$ cat config.mk
export PLATFORM = sky130hd
export DESIGN_NAME = neuron_mac
export DESIGN_NICKNAME = d
export VERILOG_FILES = /design/src/rtl/fnn_pkg.sv /design/src/rtl/neuron_mac.sv
export SDC_FILE = /design/constraint.sdc
export NUM_CORES = 1
export LEC_CHECK = 0
export ABC_AREA = 1
export CAP_MARGIN = 15
export CELL_PAD_IN_SITES_DETAIL_PLACEMENT = 1
export CELL_PAD_IN_SITES_GLOBAL_PLACEMENT = 2
export CORE_ASPECT_RATIO = 0.9
export CORE_MARGIN = 2
export CORE_UTILIZATION = 40
export DETAILED_ROUTE_END_ITERATION = 6
export PLACE_DENSITY = 0.89
export SETUP_SLACK_MARGIN = 0.4
export SYNTH_ARGS = -nofsm -noshare
export SYNTH_HDL_FRONTEND = slang
export SYNTH_SLANG_ARGS = --single-unit
$ cat constraint.sdc
create_clock -name clk -period 15.7 [get_ports clk]
set_input_delay 4.71 -clock clk [delete_from_list [all_inputs] [get_ports clk]]
set_output_delay 4.71 -clock clk [all_outputs]
set_load 0.03 [all_outputs]
$ cat src/rtl/fnn_pkg.sv
// rtl/fnn_pkg.sv - shared fixed-point defaults and saturation helper for the neural datapath
package fnn_pkg;

    localparam int DATA_WIDTH = 16;
    localparam int FRAC_WIDTH = 12;

    // Clamp a wide signed value into the range of a signed word of the given width.
    function automatic logic signed [63:0] saturate(input logic signed [63:0] value, input int width);
        logic signed [63:0] hi;
        logic signed [63:0] lo;
        hi = (64'sd1 <<< (width - 1)) - 64'sd1;
        lo = -hi - 64'sd1;
        if (value > hi) begin
            return hi;
        end else if (value < lo) begin
            return lo;
        end
        return value;
    endfunction

endpackage

$ cat src/rtl/neuron_mac.sv
// rtl/neuron_mac.sv - streaming multiply-accumulate neuron with bias, rescale, saturation and ReLU
module neuron_mac
    import fnn_pkg::*;
#(
    parameter int numWeight    = 10,
    parameter int addressWidth = $clog2(numWeight),
    parameter int dataWidth    = DATA_WIDTH,
    parameter int fracWidth    = FRAC_WIDTH
) (
    input  logic                           clk,
    input  logic                           rst_n,
    input  logic                           in_valid,
    input  logic signed [dataWidth-1:0]    in_data,
    input  logic signed [dataWidth-1:0]    bias,
    output logic                           ren,
    output logic        [addressWidth-1:0] radd,
    input  logic signed [dataWidth-1:0]    wout,
    output logic signed [dataWidth-1:0]    out_data,
    output logic                           out_valid
);

    localparam int ACC_W = 2 * dataWidth + $clog2(numWeight);
    localparam logic [addressWidth-1:0] LAST = addressWidth'(numWeight - 1);

    logic        [addressWidth-1:0] idx;
    logic        [addressWidth-1:0] cnt;
    logic signed [dataWidth-1:0]    in_d;
    logic                           vld_d;
    logic signed [ACC_W-1:0]        acc;
    logic                           done;

    logic signed [2*dataWidth-1:0]  prod;
    logic signed [ACC_W-1:0]        prod_ext;
    logic signed [ACC_W-1:0]        bias_ext;
    logic signed [ACC_W-1:0]        biased;
    logic signed [ACC_W-1:0]        scaled;
    logic signed [63:0]             sat;
    logic signed [dataWidth-1:0]    relu;

    assign ren  = in_valid;
    assign radd = idx;

    assign prod     = in_d * wout;
    assign prod_ext = {{(ACC_W - 2 * dataWidth){prod[2*dataWidth-1]}}, prod};
    assign bias_ext = {{(ACC_W - dataWidth){bias[dataWidth-1]}}, bias};
    assign biased   = acc + (bias_ext <<< fracWidth);
    assign scaled   = biased >>> fracWidth;
    assign sat      = saturate(64'(scaled), dataWidth);
    assign relu     = (sat < 0) ? '0 : dataWidth'(sat);

    // done marks that acc holds a complete frame; the result is taken on the
    // following edge, which is also free to start the next frame's accumulation.
    always_ff @(posedge clk or negedge rst_n) begin
        if (!rst_n) begin
            idx       <= '0;
            cnt       <= '0;
            in_d      <= '0;
            vld_d     <= 1'b0;
            acc       <= '0;
            done      <= 1'b0;
            out_data  <= '0;
            out_valid <= 1'b0;
        end else begin
            if (in_valid) begin
                idx <= (idx == LAST) ? '0 : idx + addressWidth'(1);
            end
            in_d      <= in_data;
            vld_d     <= in_valid;
            done      <= 1'b0;
            out_valid <= done;
            if (done) begin
                out_data <= relu;
            end
            if (vld_d) begin
                acc <= (cnt == '0) ? prod_ext : acc + prod_ext;
                if (cnt == LAST) begin
                    cnt  <= '0;
                    done <= 1'b1;
                end else begin
                    cnt <= cnt + addressWidth'(1);
                end
            end
        end
    end

endmodule

== Yosys cells after proc, flatten, opt, wreduce, memory -nomap -nowiden ==
Index checks and enable logic that the tools add are counted.

* Word-level logic and storage cells: 30
* Register bits: 79
* Input bits: 51

* Mux-type cells: 11
* $mul: 1
* Magnitude comparators: 3
* Reductions and logical operators: 1
* Equality and inequality tests: 2
* Add/subtract/negate cells: 4

{| class="wikitable"
|+ Operators by type and width
! cell !! count
|-
| $mux 64 || 3
|-
| $lt 64x1->1 const B || 1
|-
| $add 36x28->36 || 1
|-
| $add 36x32->36 || 1
|-
| $mux 36 || 1
|-
| $mul 16x16->32 || 1
|-
| $gt 24x16->1 const B || 1
|-
| $lt 24x16->1 const B || 1
|-
| $mux 16 || 1
|-
| $add 4x1->4 const B || 2
|-
| $eq 4x4->1 const B || 2
|-
| $mux 4 || 2
|-
| $logic_not 4->1 || 1
|-
| $mux 1 || 4
|}

== Longest topological paths before layout ==
Gate-level depths: netlist of the first run.

* Depth in word-level cells: 7
* Depth in mapped cells: 40
* Mapped depth without buffers: 38

== Least setup slack after synthesis of the first run ==
Ideal clock, no wire load.

* Path type: in2reg
* From: input port wout[1]
* To: register acc[33]
* Slack: 4.476 ns
* Arrival time: 11.100 ns
* Path buffers: 2
* Cell stages on the path: 34
* Required time: 15.577 ns
* Library setup time: 0.123 ns
* Path through: clkbuf_1 -> clkbuf_1 -> nand2_1 -> fa_1 -> fa_1 -> fa_1 -> inv_1 -> fa_1 -> fa_1 -> inv_1 -> fa_1 -> inv_1 -> ha_1 -> nand2_1 -> inv_1 -> a21oi_1 -> nand3_1 -> a21oi_1 -> o21bai_1 -> inv_1 -> nand2_1 -> and2_1 -> ha_1 -> nand2_1 -> nor2_1 -> inv_1 -> nor2_1 -> inv_1 -> nor3_1 -> nand3_1 -> nand3_1 -> a21oi_1 -> o21ai_0 -> a21oi_1

* Cells in the longest elaborated chain, start to end: 3

{| class="wikitable"
|+ RTL lines
! what !! RTL line !! text
|-
| start, declared || neuron_mac.sv:17 || <nowiki>input logic signed [dataWidth-1:0] wout,</nowiki>
|-
| $mul 16x16->32 * || neuron_mac.sv:43 || <nowiki>assign prod = in_d * wout;</nowiki>
|-
| $add 36x32->36 || neuron_mac.sv:75 || <nowiki>acc <= (cnt == '0) ? prod_ext : acc + prod_ext;</nowiki>
|-
| $mux 36 * || neuron_mac.sv:75 ||
|-
| end signal, assigned || neuron_mac.sv:75 ||
|-
| end, declared || neuron_mac.sv:29 || <nowiki>logic signed [ACC_W-1:0] acc;</nowiki>
|}

Mark *: on every way between the ends. The rest lies on a longest branch, timed or not.
A chain may end at the register's enable or synchronous reset.

== Final worst setup path of the first run ==
Same ends and word-level chain as after synthesis.

==> results.tsv, run 1 <==
stage	metric	value	unit
die	vertical die dimension	204	um
die	Std-Cell Rows	73	
worst_hold_path	worst hold path class	register to register	
critical_path	Largest stage delay, worst path	750	ps
logic_synthesis	Ys Warns	0	
cts	hold-fix buffer count after cts	0	
placement	Buffers on Ports	72	
cts	number of levels in the clock H-tree	3	
logic_synthesis	cell accounting for the most synthesized area	fa_1	
timing	Hold Fails Final Rpt	0	
cts	Num Clock Sinks	79	
die	die outline area	0.0461	sq mm
placement	detailed placer's ending HPWL	48.8	mm
critical_path	required arrival time at the worst endpoint	15960	ps
logic_synthesis	flip-flop cell with the highest count after synthesis	dfrtp_1	
critical_path	slowest cell on the critical path	clkdlybuf4s50_1	
detailed_routing	1st-iter DRT viols	903	
logic_synthesis	number of different library cells in the post-synthesis netlist	37	
die	die outline width	226	um
timing	minimum period implied by the final worst setup slack	13220	ps
logic_synthesis	syn_nets	2999	
global_routing	number of antenna violations at the first check in global routing	0	
die	Initial Utilization	40.4	%
logic_synthesis	most frequently used cell type in the post-synthesis netlist	nand2_1	
cts	setup fix buffers added after clock tree synthesis	0	
timing	actual slew at the worst max-slew pin	1050	ps
logic_synthesis	area share of the largest cell type after synthesis	29.7	%
cts	Max Buffers Root-to-Sink	2	
timing	Final setup violation count	0	
global_routing	global-route wire length before repair	91.6	mm
logic_synthesis	number of storage elements in the synthesis netlist	79	
logic_synthesis	sequential share of the synthesized area	11.1	%
cts	TritonCTS buffer count	9	
logic_synthesis	number of enable-type register cells in the synthesized netlist	0	
final_layout	area growth from synthesis to layout	8.62	%
cts	clk slew on worst S/H paths	70	ps
critical_path	most repeated library cell on the critical path	nand2_1	
final_layout	final net count	3015	
placement	RD Place Congestion	0.950	
logic_synthesis	FFs w/ async S/R, synth	100	%
logic_synthesis	most area-consuming cells after synthesis	fa_1 30%, nand2_1 15%, inv_1 13%	
timing	Final Cycle Share	84.2	%
detailed_routing	detailed-route via count	16000	
final_layout	share of cells above drive strength 1	2.46	%
global_routing	GRT Overall Usage	25.7	%
global_routing	pin count of the biggest net entering global routing	44	
cts	CTS tree	done	
timing	unrepaired setup endpoints after global routing	no	
timing	Worst Clk Skew	16.0	ps
detailed_routing	routed via count divided by cell count	5.06	
cts	clock root buffer	clkbuf_16	
detailed_routing	aggregate routed wire length	57.1	mm
die	core footprint	0.0440	sq mm
critical_path	crit start category	input port	
flow_run	number of maximum-capacitance constraint violations	0	
timing	sum of negative setup slack	0	ps
logic_synthesis	most numerous cell types in the synthesized netlist	729 x nand2_1, 624 x inv_1, 264 x fa_1	
critical_path	Crit Path Class	input port to register	
cts	post-CTS resize count	0	
run_status	outcome	completed	
critical_path	Critical Path AT	13480	ps
detailed_routing	post-route antenna net violation count	0	
die	total I/O pin count	73	
logic_synthesis	Mapped Cells	2543	
global_routing	via count of the first global-routing pass	17000	
timing	Relative slew margins	30.2	%
logic_synthesis	cell area after synthesis	0.0178	sq mm
timing	max-slew violation count	0	
cts	latest clock arrival within the worst-skew pair	390	ps
detailed_routing	detail-routed net length per standard cell	18.0	um
timing	maximum clock frequency	75.7	MHz
detailed_routing	DRC viols	0	
detailed_routing	TritonRoute pass-1 iters	5	
global_routing	Congestion Overflow GR	0	
critical_path	maximum fanout encountered on the critical timing path	16	
logic_synthesis	mean area per synthesized cell	6.99	sq um
critical_path	Crit. End Element	register	
==> worst max-delay path: cells and delay by family <==
family | cells | cell delay, ps
compound gates | 3 | 290
fa+ha+maj | 8 | 4060
buf+inv | 8 | 1590
simple gates | 14 | 2800
==> path summary, 6_finish.rpt <==
path | slack (ps) | startpoint | cells past startpoint | end
setup / recovery | 2480 | wout[1] | 33 | acc[33]
hold / removal | 420 | done | 0 | out_valid
setup reg to reg | 6990 | in_d[15] | 32 | acc[33]
hold reg to reg | 420 | done | 0 | out_valid
max in group asynchronous | 10230 | rst_n | 2 | out_data[3]
min in group asynchronous | 4360 | rst_n | 1 | acc[31]
==> cell families (layout without fill, tap and decap cells) <==
family / Yosys count / after routing / share of synthesized area [%]
AOI/OAI and AO/OA: 239 / 239 / 7.19
xor gates and xnor gates: 54 / 54 / 2.66
adders and majority gates: 405 / 405 / 39.7
buffers and inverters: 701 / 722 / 14.9
DFF: 79 / 79 / 11.1
other: 0 / 1 / 0
and+or+nand+nor: 1065 / 1065 / 24.5
==> sequential cells by signal, summed over array words and instances, names as in the netlist <==
signal and count:
out_valid 1, out_data 16, vld_d 1, radd 4
acc 36, done 1, cnt 4, in_d 16
==> final cells by class <==
class	instances	area, sq um
Multi-Input combinational cell	1763	13200
Timing Repair Buffer	81	786
Tap cell	600	751
Inverter	625	2350
Antenna cell	1	2.50
Fill cell	5758	24700
Sequential cell	79	1980
Clock buffer	9	225
Clock inverter	7	60.1
==> metal layers <==
layer | vias to the layer above | global-route usage (%) | wire, um
met2 | 295 | 40.4 | 25500
met1 | 8061 | 38.0 | 28200
met3 | 46 | 3.28 | 2590
met5 | - | 0 | 0
met4 | 0 | 4.75 | 762
li1 | 7607 | - | -
==> through the flow <==
stage | util (%) | worst slack, ps | hold WS, ps | cells | instance area [sq um]
2_1_floorplan | - | 4480 | 374 | 2543 | 17800
3_3_place_gp | 43.2 | 2490 | 409 | 3148 | 19000
3_5_place_dp | 43.2 | 2260 | 403 | 3148 | 19000
4_1_cts | 43.8 | 2610 | 425 | 3164 | 19300
5_1_grt | 43.8 | 1840 | 443 | 3164 | 19300
6_report | 43.9 | 2480 | 416 | 3165 | 19300
==> cell usage in the layout, fill, tap and decap left out, types with 9 or more instances in the layout <==
cell	Yosys	final
nand2_1	729	729
inv_1	624	624
fa_1	264	264
nor2_1	152	152
ha_1	141	141
a21oi_1	113	113
nand3_1	86	86
o21ai_0	83	83
dfrtp_1	79	79
clkdlybuf4s50_1	0	71
xor2_1	33	33
nand4_1	27	27
xnor2_1	21	21
nor3_1	20	20
a31oi_1	18	18
or2_2	14	14
buf_4	1	10
nand2_2	9	9
clkbuf_16	0	9
Power of run 1 is left out: the tool's default activity adds up to more than one toggle a clock period on the data nets, which glitch-free logic cannot reach.
==> run 2, diff against run 1 <==
--- a/config.mk
+++ b/config.mk
@@ -11,9 +11,9 @@
 export CELL_PAD_IN_SITES_GLOBAL_PLACEMENT = 2
 export CORE_ASPECT_RATIO = 0.9
 export CORE_MARGIN = 2
-export CORE_UTILIZATION = 40
+export CORE_UTILIZATION = 33
 export DETAILED_ROUTE_END_ITERATION = 6
-export PLACE_DENSITY = 0.89
+export PLACE_DENSITY = 0.79
 export SETUP_SLACK_MARGIN = 0.4
 export SYNTH_ARGS = -nofsm -noshare
 export SYNTH_HDL_FRONTEND = slang
==> constraint.sdc (replaced) <==
create_clock -name clk -period 11.3 [get_ports clk]
set_input_delay 3.39 -clock clk [delete_from_list [all_inputs] [get_ports clk]]
set_output_delay 3.39 -clock clk [all_outputs]
set_load 0.03 [all_outputs]
==> results.tsv, run 2 (synthesis gave the netlist of run 1 again) <==
stage	metric	value	unit	change
final_layout	largest registers in the final layout	acc x36, in_d x16, out_data x16		unchanged
flow_run	number of maximum-capacitance constraint violations	0		unchanged
run_status	violated checks	DRC		
timing	Relative slew margins	30.8	%	was 30.2%
final_layout	top register by number of flip-flops	acc		unchanged
global_routing	GRT Overall Usage	21.8	%	was 25.7%
cts	clock root buffer	clkbuf_16		unchanged
detailed_routing	detailed-route via count	16100		was 16,000
timing	actual slew at the worst max-slew pin	1040	ps	was 1050 ps
global_routing	pin count of the biggest net entering global routing	66		was 44
critical_path	Worst R2R Start	in_d[15]		unchanged
die	vertical die dimension	224	um	was 204 um
final_layout	share of cells above drive strength 1	7.23	%	was 2.46%
timing	unrepaired setup endpoints after global routing	yes		was no
global_routing	number of antenna violations at the first check in global routing	1		was 0
timing	Final Cycle Share	94.6	%	
cts	hold-fix buffer count after cts	0		unchanged
cts	number of levels in the clock H-tree	3		unchanged
final_layout	final instance count without filler cells	3338		was 3,165
critical_path	Setup crit start	wout[1]		unchanged
timing	max-slew violation count	0		unchanged
cts	CTS tree	done		unchanged
cts	TritonCTS buffer count	9		unchanged
final_layout	final net count	3091		was 3,015
global_routing	global-route wire length before repair	94.9	mm	was 91.6 mm
critical_path	maximum fanout encountered on the critical timing path	7		was 16
timing	maximum clock frequency	93.6	MHz	
timing	minimum period implied by the final worst setup slack	10690	ps	
global_routing	Congestion Overflow GR	0		unchanged
detailed_routing	detail-routed net length per standard cell	17.6	um	was 18.0 um
critical_path	Largest stage delay, worst path	590	ps	was 750 ps
global_routing	via count of the first global-routing pass	17600		was 17,000
cts	Num Clock Sinks	79		unchanged
critical_path	slowest cell on the critical path	fa_1		was clkdlybuf4s50_1
timing	Worst Clk Skew	16.3	ps	was 16.0 ps
placement	detailed placer's ending HPWL	50.7	mm	was 48.8 mm
cts	latest clock arrival within the worst-skew pair	390	ps	about the same
detailed_routing	TritonRoute pass-1 iters	7		was 5
die	die outline area	0.0557	sq mm	was 0.0461 sq mm
critical_path	Crit. End Element	register		unchanged
final_layout	number of flip-flops in the largest register	36		unchanged
die	Initial Utilization	33.4	%	was 40.4%
placement	instance count after placement with tap cells included	3318		was 3,148
final_layout	commonest cells after routing, fill and taps aside	725 x nand2_1, 622 x inv_1, 263 x fa_1		was 729 x nand2_1, 624 x inv_1, 264 x fa_1
die	total I/O pin count	73		unchanged
detailed_routing	DRC viols	2		was 0
final_layout	most common library cell in the layout ignoring fill and taps	nand2_1		unchanged
placement	Buffers on Ports	72		unchanged
critical_path	required arrival time at the worst endpoint	11610	ps	was 15,960 ps
die	core footprint	0.0532	sq mm	was 0.0440 sq mm
worst_hold_path	HP Start	done		unchanged
timing	Hold Fails Final Rpt	0		unchanged
final_layout	area growth from synthesis to layout	14.8	%	was 8.62%
die	die outline width	249	um	was 226 um
detailed_routing	routed via count divided by cell count	4.82		was 5.06
critical_path	Crit Path Class	input port to register		unchanged
cts	Max Buffers Root-to-Sink	2		unchanged
die	Std-Cell Rows	80		was 73
cts	clk slew on worst S/H paths	70	ps	about the same
worst_hold_path	worst hold path class	register to register		unchanged
critical_path	crit start category	input port		unchanged
timing	Final setup violation count	0		unchanged
critical_path	Critical Path AT	11000	ps	was 13,480 ps
detailed_routing	post-route antenna net violation count	0		unchanged
detailed_routing	1st-iter DRT viols	742		was 903
run_status	outcome	complete, but fails checks		was completed
placement	RD Place Congestion	0.932		was 0.950
detailed_routing	aggregate routed wire length	58.9	mm	was 57.1 mm
-- run 2: cell types whose count changed in the layout (fill, tap and decap cells not counted), sizes merged --
| cell | before | now |
|---|---|---|
| clkdlybuf4s50 | 71 | 68 |
| bufinv | 0 | 3 |
| dlygate4sd2 | 0 | 3 |
| inv | 630 | 623 |
| clkinvlp | 0 | 2 |
| clkinv | 2 | 4 |
| buf | 10 | 86 |
-- run 2: final timing paths --
check                           slack, ps  cells past startpoint   endpoint
worst max-delay path                  610                     32    acc[33]
worst min-delay path                  410                      0  out_valid
worst max register to register       3340                     31    acc[33]
worst min register to register        410                      0  out_valid
max in group asynchronous            7120                      2    in_d[8]
min in group asynchronous            2870                      1    radd[2]
-- run 2: routing by layer --
layer | part of all wire, % | vias up | GRT usage (%)
li1 | - | 7745 | -
met3 | 3.4 | 49 | 2.87
met1 | 50 | 8071 | 30.9
met4 | 1.9 | 0 | 5.34
met2 | 45 | 233 | 35.1
met5 | 0 | - | 0
-- run 2: layout make-up --
cell class	count	area (sq um)
tap	697	872
fill	6659	32700
sequential	79	1980
antenna	1	2.50
timing repair buffer	157	1420
multi-input combinational	1763	13400
clock inverter	7	121
clock buffer	9	225
inverter	625	2350
-- run 2: stage by stage --
stage,setup WS [ps],util [%],TNS (ps),hold slack (ps),cell area [sq um]
floorplan,1400,-,0,374,17800
global placement,-393,37.2,-2500,398,19800
detailed placement,-335,37.2,-2490,395,19800
CTS,435,37.8,0,410,20100
global route,315,38.4,0,417,20400
finish,613,38.4,0,406,20400
-- run 2: worst max-delay path, delay by kind of cell --
family / cells / cell delay (ps)
AOI/OAI and AO/OA: 7 / 1300
adders and majority gates: 8 / 3810
buffers and inverters: 7 / 1380
and+or+nand+nor: 10 / 1140
-- run 2: repair_timing --
item                       CTS  global route
gates cloned                 0             0
pin swaps                    0             1
gates resized for setup      8            65
setup buffers                0             3
setup endpoints to repair   16            18
Power of run 2 is left out for the same reason.
==> run 3, diff against run 2 <==
--- a/config.mk
+++ b/config.mk
@@ -11,9 +11,10 @@
 export CELL_PAD_IN_SITES_GLOBAL_PLACEMENT = 2
 export CORE_ASPECT_RATIO = 0.9
 export CORE_MARGIN = 2
-export CORE_UTILIZATION = 33
+export CORE_UTILIZATION = 42
 export DETAILED_ROUTE_END_ITERATION = 6
-export PLACE_DENSITY = 0.79
+export DONT_BUFFER_PORTS = 1
+export PLACE_DENSITY = 0.9
 export SETUP_SLACK_MARGIN = 0.4
 export SYNTH_ARGS = -nofsm -noshare
 export SYNTH_HDL_FRONTEND = slang
==> constraint.sdc (replaced) <==
create_clock -name clk -period 12.66 [get_ports clk]
set_input_delay 3.798 -clock clk [delete_from_list [all_inputs] [get_ports clk]]
set_output_delay 3.798 -clock clk [all_outputs]
set_load 0.03 [all_outputs]
==> results.tsv, run 3 (synthesis gave the netlist of run 1 again) <==
stage	metric	value	unit	change
run_status	outcome	completed		was complete, but fails checks
final_layout	area growth from synthesis to layout	4.15	%	was 14.8%
die	die outline width	221	um	was 249 um
critical_path	Crit. End Element	register		unchanged
final_layout	final net count	2940		was 3,091
placement	post-placement worst setup slack	1140	ps	was -335 ps
cts	Max Buffers Root-to-Sink	2		unchanged
critical_path	R2R setup slack	3970	ps	was 3340 ps
timing	actual slew at the worst max-slew pin	1020	ps	was 1040 ps
detailed_routing	aggregate routed wire length	57.1	mm	was 58.9 mm
worst_hold_path	sink of the worst hold path	out_valid		unchanged
die	vertical die dimension	199	um	was 224 um
global_routing	global-route track usage on met2	42.0	%	was 35.1%
global_routing	M3 GR Usage	4.28	%	was 2.87%
timing	sum of negative setup slack	0	ps	unchanged
cts	CTS tree	done		unchanged
final_layout	largest registers in the final layout	acc x36, in_d x16, out_data x16		unchanged
global_routing	via count of the first global-routing pass	16800		was 17,600
cts	post-CTS resize count	0		was 8
global_routing	global-route wire length before repair	91.7	mm	was 94.9 mm
cts	setup fix buffers added after clock tree synthesis	0		unchanged
critical_path	destination of the worst register-to-register timing path	acc[33]		unchanged
placement	Buffers on Ports	0		was 72
worst_hold_path	HP Start	done		unchanged
detailed_routing	detailed-route via count	15800		was 16,100
detailed_routing	1st-iter DRT viols	910		was 742
die	die outline area	0.0440	sq mm	was 0.0557 sq mm
critical_path	Worst R2R Start	in_d[15]		unchanged
cts	number of levels in the clock H-tree	3		unchanged
timing	Worst Clk Skew	13.0	ps	was 16.3 ps
worst_hold_path	worst hold path class	register to register		unchanged
final_layout	post-route core utilization	44.3	%	was 38.4%
cts	TritonCTS buffer count	9		unchanged
timing	Relative slew margins	32.1	%	was 30.8%
timing	maximum clock frequency	88.7	MHz	
detailed_routing	detail-routed net length per standard cell	18.8	um	was 17.6 um
detailed_routing	post-route antenna net violation count	0		unchanged
detailed_routing	routed via count divided by cell count	5.19		was 4.82
die	Std-Cell Rows	71		was 80
critical_path	Largest stage delay, worst path	680	ps	was 590 ps
critical_path	crit start category	input port		unchanged
final_layout	final instance count without filler cells	3036		was 3,338
cts	hold-fix buffer count after cts	0		unchanged
cts	clock root buffer	clkbuf_16		unchanged
detailed_routing	DRC viols	0		was 2
cts	Num Clock Sinks	79		unchanged
critical_path	maximum fanout encountered on the critical timing path	16		was 7
detailed_routing	TritonRoute pass-1 iters	5		was 7
die	Initial Utilization	42.6	%	was 33.4%
critical_path	Crit Path Class	input port to register		unchanged
flow_run	number of maximum-capacitance constraint violations	0		unchanged
cts	clk slew on worst S/H paths	70	ps	about the same
final_layout	count of inserted antenna diode cells	0		was 1
placement	RD Place Congestion	0.935		was 0.932
critical_path	slowest cell on the critical path	fa_1		unchanged
cts	latest clock arrival within the worst-skew pair	390	ps	about the same
global_routing	Congestion Overflow GR	0		unchanged
final_layout	most common library cell in the layout ignoring fill and taps	nand2_1		unchanged
global_routing	number of antenna violations at the first check in global routing	0		was 1
global_routing	global-route layer with the greatest usage	met2		unchanged
placement	detailed placer's ending HPWL	48.3	mm	was 50.7 mm
die	core footprint	0.0418	sq mm	was 0.0532 sq mm
die	total I/O pin count	73		unchanged
critical_path	required arrival time at the worst endpoint	12980	ps	was 11,610 ps
global_routing	GRT Overall Usage	26.7	%	was 21.8%
timing	max-slew violation count	0		unchanged
timing	Final Cycle Share	89.0	%	
global_routing	pin count of the biggest net entering global routing	80		was 66
timing	unrepaired setup endpoints after global routing	no		was yes
global_routing	GR met1 Demand/Resource	38.8	%	was 30.9%
worst_hold_path	worst hold path cell count	0		unchanged
critical_path	worst reg-to-reg path cell count	32		was 31
final_layout	top register by number of flip-flops	acc		unchanged
final_layout	number of flip-flops in the largest register	36		unchanged
timing	Final setup violation count	0		unchanged
placement	instance count after placement with tap cells included	3020		was 3,318
critical_path	Critical Path AT	11590	ps	was 11,000 ps
final_layout	commonest cells after routing, fill and taps aside	729 x nand2_1, 624 x inv_1, 264 x fa_1		was 725 x nand2_1, 622 x inv_1, 263 x fa_1
final_layout	share of cells above drive strength 1	2.41	%	was 7.23%
timing	minimum period implied by the final worst setup slack	11270	ps	
timing	Hold Fails Final Rpt	0		unchanged
timing	Setup WS post-layout	1390	ps	was 613 ps
==> run 3: cell count changes in the layout (fill, tap and decap cells not counted), sizes merged, moves of 3 or more <==
cell           previous run  this run
bufinv                    3         0
inv                     623       630
buf                      86         6
dlygate4sd2               3         0
clkdlybuf4s50            68         0
clkinv                    4         1
==> run 3: worst max-delay path: cells and delay by family <==
family | cells | cell delay (ps)
AND/OR/NAND/NOR | 10 | 1880
adder cells (fa/ha/maj) | 8 | 3960
buffers and inverters | 7 | 860
AO/OA/AOI/OAI | 7 | 1090
==> run 3: worst max-delay path by stage <==
stage / slack (ps) / to / start
after global routing: 960 / acc[30] / wout[1]
after detailed placement: 1140 / acc[33] / wout[1]
final: 1390 / acc[33] / wout[1]
after CTS: 1540 / acc[33] / wout[1]
after floorplan: 2350 / acc[33] / wout[1]
after global placement: 1190 / acc[33] / wout[1]
==> run 3: cell type report <==
class,instances,area (sq um)
clock buffer,9,225
clock inverter,7,72.6
fill,5466,23200
inverter,625,2350
multi-input combinational,1763,13200
sequential,79,1980
tap,547,684
timing repair buffer,6,45.0
==> run 3: routing by layer <==
| layer | vias up | share of wire (%) |
|---|---|---|
| met5 | - | 0 |
| met4 | 0 | 1.7 |
| met3 | 49 | 5.5 |
| met2 | 337 | 45 |
| met1 | 7910 | 48 |
| li1 | 7461 | - |
==> run 3: per-stage QoR <==
step           hold slack, ps  instance area (sq um)
2_1_floorplan             374                  17800
6_report                  404                  18500
5_1_grt                   418                  18500
3_5_place_dp              390                  18200
4_1_cts                   407                  18500
3_3_place_gp              388                  18200
Power of run 3 is left out for the same reason.
